$ cat src/rtl/bus_dma.sv
// Memory-to-memory word copier: a CPU-programmed register block on the responder
// side drives an initiator port that reads SRC, then writes DST, one word per 3 cycles.
module bus_dma #(
    parameter int BITS = 32,
    parameter logic [BITS-1:0] BASE = 32'hF0000200
) (
    input  logic            clk,
    input  logic            reset,
    input  logic            we,
    input  logic            re,
    input  logic [BITS-1:0] memAddr,
    input  logic [BITS-1:0] dataBusIn,
    output logic [BITS-1:0] dataBusOut,
    output logic            busReq,
    input  logic            busGnt,
    output logic [BITS-1:0] mAddr,
    output logic            mRe,
    output logic            mWe,
    output logic [BITS-1:0] mDataOut,
    input  logic [BITS-1:0] mDataIn
);
    localparam logic [BITS-1:0] ADDR_SRC  = BASE;
    localparam logic [BITS-1:0] ADDR_DST  = BASE + BITS'(4);
    localparam logic [BITS-1:0] ADDR_LEN  = BASE + BITS'(8);
    localparam logic [BITS-1:0] ADDR_CTRL = BASE + BITS'(12);

    typedef enum logic [2:0] {IDLE, REQ, RD, CAP, WR} stateType;

    stateType        stateReg, stateNext;
    logic [BITS-1:0] srcReg, srcNext;
    logic [BITS-1:0] dstReg, dstNext;
    logic [15:0]     lenReg, lenNext;
    logic [BITS-1:0] bufReg, bufNext;
    logic            doneReg, doneNext;

    logic busy;
    logic hitSrc, hitDst, hitLen, hitCtrl;
    logic ctrlWrite, startReq, clearReq;

    assign busy      = (stateReg != IDLE);
    assign hitSrc    = (memAddr == ADDR_SRC);
    assign hitDst    = (memAddr == ADDR_DST);
    assign hitLen    = (memAddr == ADDR_LEN);
    assign hitCtrl   = (memAddr == ADDR_CTRL);
    assign ctrlWrite = we && hitCtrl;
    assign startReq  = ctrlWrite && dataBusIn[0];
    assign clearReq  = ctrlWrite && dataBusIn[1];

    always_ff @(posedge clk or posedge reset) begin
        if (reset) begin
            stateReg <= IDLE;
            srcReg   <= '0;
            dstReg   <= '0;
            lenReg   <= '0;
            bufReg   <= '0;
            doneReg  <= 1'b0;
        end else begin
            stateReg <= stateNext;
            srcReg   <= srcNext;
            dstReg   <= dstNext;
            lenReg   <= lenNext;
            bufReg   <= bufNext;
            doneReg  <= doneNext;
        end
    end

    always_comb begin
        stateNext = stateReg;
        srcNext   = srcReg;
        dstNext   = dstReg;
        lenNext   = lenReg;
        bufNext   = bufReg;
        doneNext  = doneReg;
        busReq    = 1'b0;
        mRe       = 1'b0;
        mWe       = 1'b0;
        mAddr     = '0;
        mDataOut  = '0;

        // Clear is applied first so that a completion below overrides it.
        if (clearReq) begin
            doneNext = 1'b0;
        end

        case (stateReg)
            IDLE: begin
                // Register loads are only decoded here, which makes them inert while busy.
                if (we && hitSrc) srcNext = {dataBusIn[BITS-1:2], 2'b00};
                if (we && hitDst) dstNext = {dataBusIn[BITS-1:2], 2'b00};
                if (we && hitLen) lenNext = dataBusIn[15:0];
                if (startReq) begin
                    if (lenReg == 16'd0) begin
                        doneNext = 1'b1;
                    end else begin
                        doneNext  = 1'b0;
                        stateNext = REQ;
                    end
                end
            end
            REQ: begin
                busReq = 1'b1;
                if (busGnt) stateNext = RD;
            end
            RD: begin
                busReq    = 1'b1;
                mRe       = 1'b1;
                mAddr     = srcReg;
                stateNext = CAP;
            end
            CAP: begin
                busReq    = 1'b1;
                bufNext   = mDataIn;
                stateNext = WR;
            end
            WR: begin
                busReq   = 1'b1;
                mWe      = 1'b1;
                mAddr    = dstReg;
                mDataOut = bufReg;
                srcNext  = srcReg + BITS'(4);
                dstNext  = dstReg + BITS'(4);
                lenNext  = lenReg - 16'd1;
                // Grant is only looked at here, at the word boundary.
                if (lenReg == 16'd1) begin
                    doneNext  = 1'b1;
                    stateNext = IDLE;
                end else if (busGnt) begin
                    stateNext = RD;
                end else begin
                    stateNext = REQ;
                end
            end
            default: stateNext = IDLE;
        endcase
    end

    always_comb begin
        dataBusOut = '0;
        if (re && !we) begin
            if (hitSrc)  dataBusOut = srcReg;
            if (hitDst)  dataBusOut = dstReg;
            if (hitLen)  dataBusOut = {{(BITS-16){1'b0}}, lenReg};
            if (hitCtrl) dataBusOut = {{(BITS-2){1'b0}}, doneReg, busy};
        end
    end
endmodule

$ cat config.mk
export PLATFORM = sky130hd
export DESIGN_NAME = bus_dma
export DESIGN_NICKNAME = d
export VERILOG_FILES = /design/src/rtl/bus_dma.sv
export SDC_FILE = /design/constraint.sdc
export NUM_CORES = 1
export LEC_CHECK = 0
export CAP_MARGIN = 0
export CORE_ASPECT_RATIO = 0.8
export CORE_MARGIN = 5
export CORE_UTILIZATION = 40
export DETAILED_ROUTE_END_ITERATION = 16
export PLACE_DENSITY = 0.68
export SYNTH_ARGS = -nofsm -noshare
export SYNTH_HDL_FRONTEND = slang
export SYNTH_SLANG_ARGS = --single-unit
export TNS_END_PERCENT = 5
$ cat constraint.sdc
create_clock -name clk -period 5.9 [get_ports clk]
set_input_delay 1.77 -clock clk [delete_from_list [all_inputs] [get_ports clk]]
set_output_delay 1.77 -clock clk [all_outputs]
set_load 0.02 [all_outputs]
## Word-level counts from Yosys, hierarchy flattened

Cells that the tools add are included.

| word-level totals | value |
|---|---|
| flip-flop bits (word level) | 116 |
| output and inout bits | 99 |

| cells by class | value |
|---|---|
| add/sub/neg operators | 3 |
| eq/ne operators | 15 |
| multiplexer cells | 27 |
| reductions and logical operators | 17 |

Operators with widths:

| cell | count |
|---|---|
| 2-to-1 mux 32 bit | 8 |
| one-hot mux 32 bit (2 select lines) | 3 |
| == test 32 bit, second input constant | 4 |
| adder 32 x 3 -> 32 bit, second input constant | 2 |
| one-hot mux 16 bit (2 select lines) | 1 |
| == test 16 x 1 -> 1 bit, second input constant | 1 |
| zero test 16 bit | 1 |
| 2-to-1 mux 16 bit | 1 |
| subtractor 16 x 1 -> 16 bit, second input constant | 1 |
| one-hot mux 3 bit (5 select lines) | 1 |
| != test 2 bit, second input constant | 6 |
| 2-to-1 mux 3 bit | 3 |
| logical AND 1 bit | 7 |
| 2-to-1 mux 1 bit | 7 |
| == test 3 x 2 -> 1 bit, second input constant | 2 |
| AND reduction 2 bit | 3 |
| 2-to-1 mux 2 bit | 2 |
| OR reduction 4 bit | 1 |
| == test 3 x 1 -> 1 bit, second input constant | 1 |
| == test 3 bit, second input constant | 1 |
| zero test 3 bit | 1 |
| AND reduction 3 bit | 1 |
| nonzero test 3 bit | 1 |
| one-hot mux 1 bit (2 select lines) | 1 |
| other kinds (2) | 2 |

## Longest topological paths before layout

| logic depth | value |
|---|---|
| depth after elaboration | 6 |
| mapped depth | 9 |
| mapped depth without buffers | 6 |

## Least setup slack after synthesis

Ideal clock, no wire load.

| timing | value |
|---|---|
| path type | input-to-output |
| from | input port memAddr[5] |
| to | output port dataBusOut[12] |
| arrival time | 4.032 ns |
| slack | 0.098 ns |
| stages on the path | 4 |
| buffers on the path | 0 |
| cells stage by stage | nor4_2 > nand4_2 > a2111o_1 > a2111oi_0 |

| between the ends | value |
|---|---|
| longest elaborated chain between the ends | 6 |
| elaborated cells between the ends (all ways) | 9 |
| those cells by class | 4 x eq/ne; 5 x mux |

RTL lines:

| what | line | RTL |
|---|---|---|
| from (decl) | 11 | `input logic [BITS-1:0] memAddr,` |
| == test 32 bit | 41 | `assign hitSrc = (memAddr == ADDR_SRC);` |
| 2-to-1 mux 32 bit | 140 | `if (hitSrc) dataBusOut = srcReg;` |
| 2-to-1 mux 32 bit | 141 | `if (hitDst) dataBusOut = dstReg;` |
| 2-to-1 mux 32 bit | 142 | `if (hitLen) dataBusOut = {{(BITS-16){1'b0}}, lenReg};` |
| 2-to-1 mux 32 bit (*) | 143 | `if (hitCtrl) dataBusOut = {{(BITS-2){1'b0}}, doneReg, busy};` |
| 2-to-1 mux 32 bit (*) | 139 | `if (re && !we) begin` |
| to (decl) | 13 | `output logic [BITS-1:0] dataBusOut,` |

Every way passes the cells marked *; elsewhere a longest branch is shown, timed or not.

## Worst setup path in the final report

| timing | value |
|---|---|
| from | input port memAddr[23] |
| to | output port dataBusOut[11] |

The elaborated chain is that of the path after synthesis.

==> flow_metrics.env <==
export IMPL_drtIter0Drc=943
export IMPL_die_area_um2=21810
export IMPL_syn2layout_area_growth_pct=34.26
export IMPL_layout_drive_gt1_share_pct=7.464
export IMPL_yosysTopAreaCell="dfrtp_1"
export IMPL_grt_overflow=0
export IMPL_drt_met1_wl_um=11860
export IMPL_initial_utilization_pct=40.28
export IMPL_synth_ff_type="dfrtp_1"
export IMPL_p_per_area_nw_per_um2=289.6
export IMPL_finalCritPeriodShare_pct=98.89
export IMPL_detail_route_antenna_nets=0
export IMPL_cts_root_buf="clkbuf_16"
export IMPL_worstMarginPinSlew_ps=1049
export IMPL_slew_limit_headroom_pct=30.09
export IMPL_async_flop_share_pct=100.0
export IMPL_holdCritPathClass="flop to flop"
export IMPL_final_max_slew_violation_count=0
export IMPL_ys_types=77
export IMPL_cp_max_fo=16
export IMPL_rsz0062_at_grt="yes"
export IMPL_multiInputGateArea_um2=4429
export IMPL_clock_skew_ps=7.566
export IMPL_die_width_um=163.9
export IMPL_cts_hold_buf=0
export IMPL_period_minus_slack_ps=5835
export IMPL_io_pins=200
export IMPL_num_fill_cells=1829
export IMPL_status="finished clean"
export IMPL_synth_edf_count=0
export IMPL_clkTransAtPathRegs_ps=80
export IMPL_crit_path_max_incr_delay_ps=480
export IMPL_core_area_um2=18810
export IMPL_tns_ps=0
export IMPL_p_leak_uw=0.004060
export IMPL_cp_required_ps=4130
export IMPL_dp_hpwl_um=19730
export IMPL_gp_congestion=0.8871
export IMPL_peakVddDrop_uv=145.6
export IMPL_cts_tree="yes"
export IMPL_max_freq_mhz=171.4
export IMPL_crit_type="input port to primary output"
export IMPL_critPathTopFamily="simple AND/OR/NAND/NOR gates"
export IMPL_dr_pass1_iters=5
export IMPL_slowest_stage="or4_1"
export IMPL_final_util_pct=54.08
export IMPL_antenna_cells=0
export IMPL_hold_violations=0
export IMPL_setup_violations_final=0
export IMPL_cts_buffers=9
export IMPL_cts_setup_buffers=0
export IMPL_ys_seq_area_share_pct=37.00
export IMPL_grt_pass1_vias=7575
export IMPL_routedWlPerCell_um=19.89
export IMPL_synthTopCellsByCount="153 x nand2_1, 112 x dfrtp_1, 97 x nor2_1, 54 x nor3_1, 49 x clkbuf_1"
export IMPL_crit_buf_inv=4
export IMPL_drcViolationCount=0
export IMPL_grt_total_usage_pct=24.63
export IMPL_netlist_area_um2=7575
export IMPL_ys_warn_count=0
export IMPL_synth_area_leaders="dfrtp_1 37%, nand2_1 7.6%, nor2_1 4.8%"
export IMPL_drv_cap=0
export IMPL_vias=8024
export IMPL_drt_wl_total_um=27260
export IMPL_final_nets=1213
export IMPL_met2_wirelength_um=11690
export IMPL_antenna_found_initial=0
export IMPL_avgSynthCellArea_um2=8.007
export IMPL_ys_ff_latch=112
export IMPL_startpoint_type="input port"
export IMPL_crit_chain="clkdlybuf4s50_1 > nor4_2 > nand4_1 > buf_6 > or4_1 > buf_6 > nor2_1 > nor3_1 > clkdlybuf4s15_1"
export IMPL_die_height_um=133.1
export IMPL_yosysTopAreaCellShare_pct=37.00
export IMPL_portBuffers=197
export IMPL_viasPerCell=5.857
export IMPL_path_common_cell="buf_6"
export IMPL_grt_pass1_wl_um=42480
export IMPL_cts_buffer_depth=2
export IMPL_worstPathArrival_ps=4060
export IMPL_end_kind="primary output"
export IMPL_grt_max_degree=73
export IMPL_synth_most_common_cell="nand2_1"
export IMPL_cts_sinks=112
export IMPL_regArea_um2=2803
export IMPL_worstSkewPairLatency_ps=370
export IMPL_syn_inst=946
export IMPL_rows=45
export IMPL_dr_max_layer_used="met4"
export IMPL_h_tree_depth=3
export IMPL_wl_met3_um=3254
## final timing paths
| check | from | to | slack [ps] | cells after the start |
|---|---|---|---|---|
| max in group asynchronous | reset | srcReg[18]$_DFFE_PP0P_ | 3040 | 3 |
| worst max register to register | stateReg[2]$_DFFE_PP0P_ | srcReg[10]$_DFFE_PP0P_ | 3130 | 6 |
| worst max-delay path | memAddr[23] | dataBusOut[11] | 70 | 9 |
| worst min register to register | bufReg[14]$_DFFE_PP0P_ | bufReg[14]$_DFFE_PP0P_ | 470 | 2 |
| min in group asynchronous | reset | bufReg[28]$_DFFE_PP0P_ | 1950 | 2 |
| worst min-delay path | bufReg[14]$_DFFE_PP0P_ | bufReg[14]$_DFFE_PP0P_ | 470 | 2 |
## report_power, final
group	internal, µW	switching [µW]
clock network	341	329
registers	952	200
logic	506	617
total	1800	1150
## timing repair
action / CTS / global route
endpoints found under the setup margin: 31 / 32
resized for setup: 31 / 26
pin swaps: 0 / 4
## final cells by class
type	count	share of cell area, %
inverters	16	0.6152
well taps	258	3.174
clock buffers	9	2.215
multi-input cells	739	43.55
clock inverters	7	0.8489
repair buffers	229	22.03
flip-flops and latches	112	27.56
## routing by layer
layer | track usage [%] | vias to the layer above
li1 | - | 3767
met3 | 8.191 | 36
met2 | 35.84 | 401
met4 | 6.195 | 0
met5 | 0 | -
met1 | 35.27 | 3820
## kinds of logic after synthesis
group | count (synthesis) | synth area share, %
simple gates | 509 | 34.11
compound gates | 193 | 18.78
flops | 112 | 37.00
buf+inv | 96 | 5.401
mux | 17 | 2.329
xor+xnor | 13 | 1.503
fa+ha+maj | 5 | 0.8259
other cells | 1 | 0.04951
## cells in the final DEF (no fill, tap or decap), types with 14 or more instances in the layout
cell type and instances:
buf_4 26, nor2_1 97, a21oi_1 29, nand2_1 153
and2_1 38, dfrtp_1 112, nor3_1 52, nand3_1 44
dlygate4sd2_1 16, a22o_1 27, a22oi_1 17, clkdlybuf4s50_1 165
o21ai_0 25, a2bb2oi_1 14, nand4_1 30, inv_1 14
nor4_1 17
## state kept, by name (all words and copies together) (netlist names)
name,flops
dstReg,30
stateReg,3
lenReg,16
bufReg,32
doneReg,1
srcReg,30
## worst register-to-register path, stage by stage, from the launching register on
cell     delay [ps]
dfrtp_1         570
or3b_1          420
buf_4           340
nor2_1          810
and4_1          310
xnor2_1         120
a21oi_1          80
## per-stage QoR
stage | setup WS, ps | instance area, µm² | hold WS (ps) | instances | total power (µW)
global placement | -339.1 | 9839 | 448.1 | 1354 | 2259
global route | -98.48 | 10170 | 490.8 | 1370 | 3121
CTS | 16.28 | 10110 | 474.2 | 1370 | 2951
detailed placement | -276.9 | 9839 | 453.6 | 1354 | 2280
finish | 65.24 | 10170 | 469.2 | 1370 | 2945
floorplan | 97.84 | 7579 | 437.4 | 947 | 1808
Note: power is estimated with default switching activity, not from simulation.
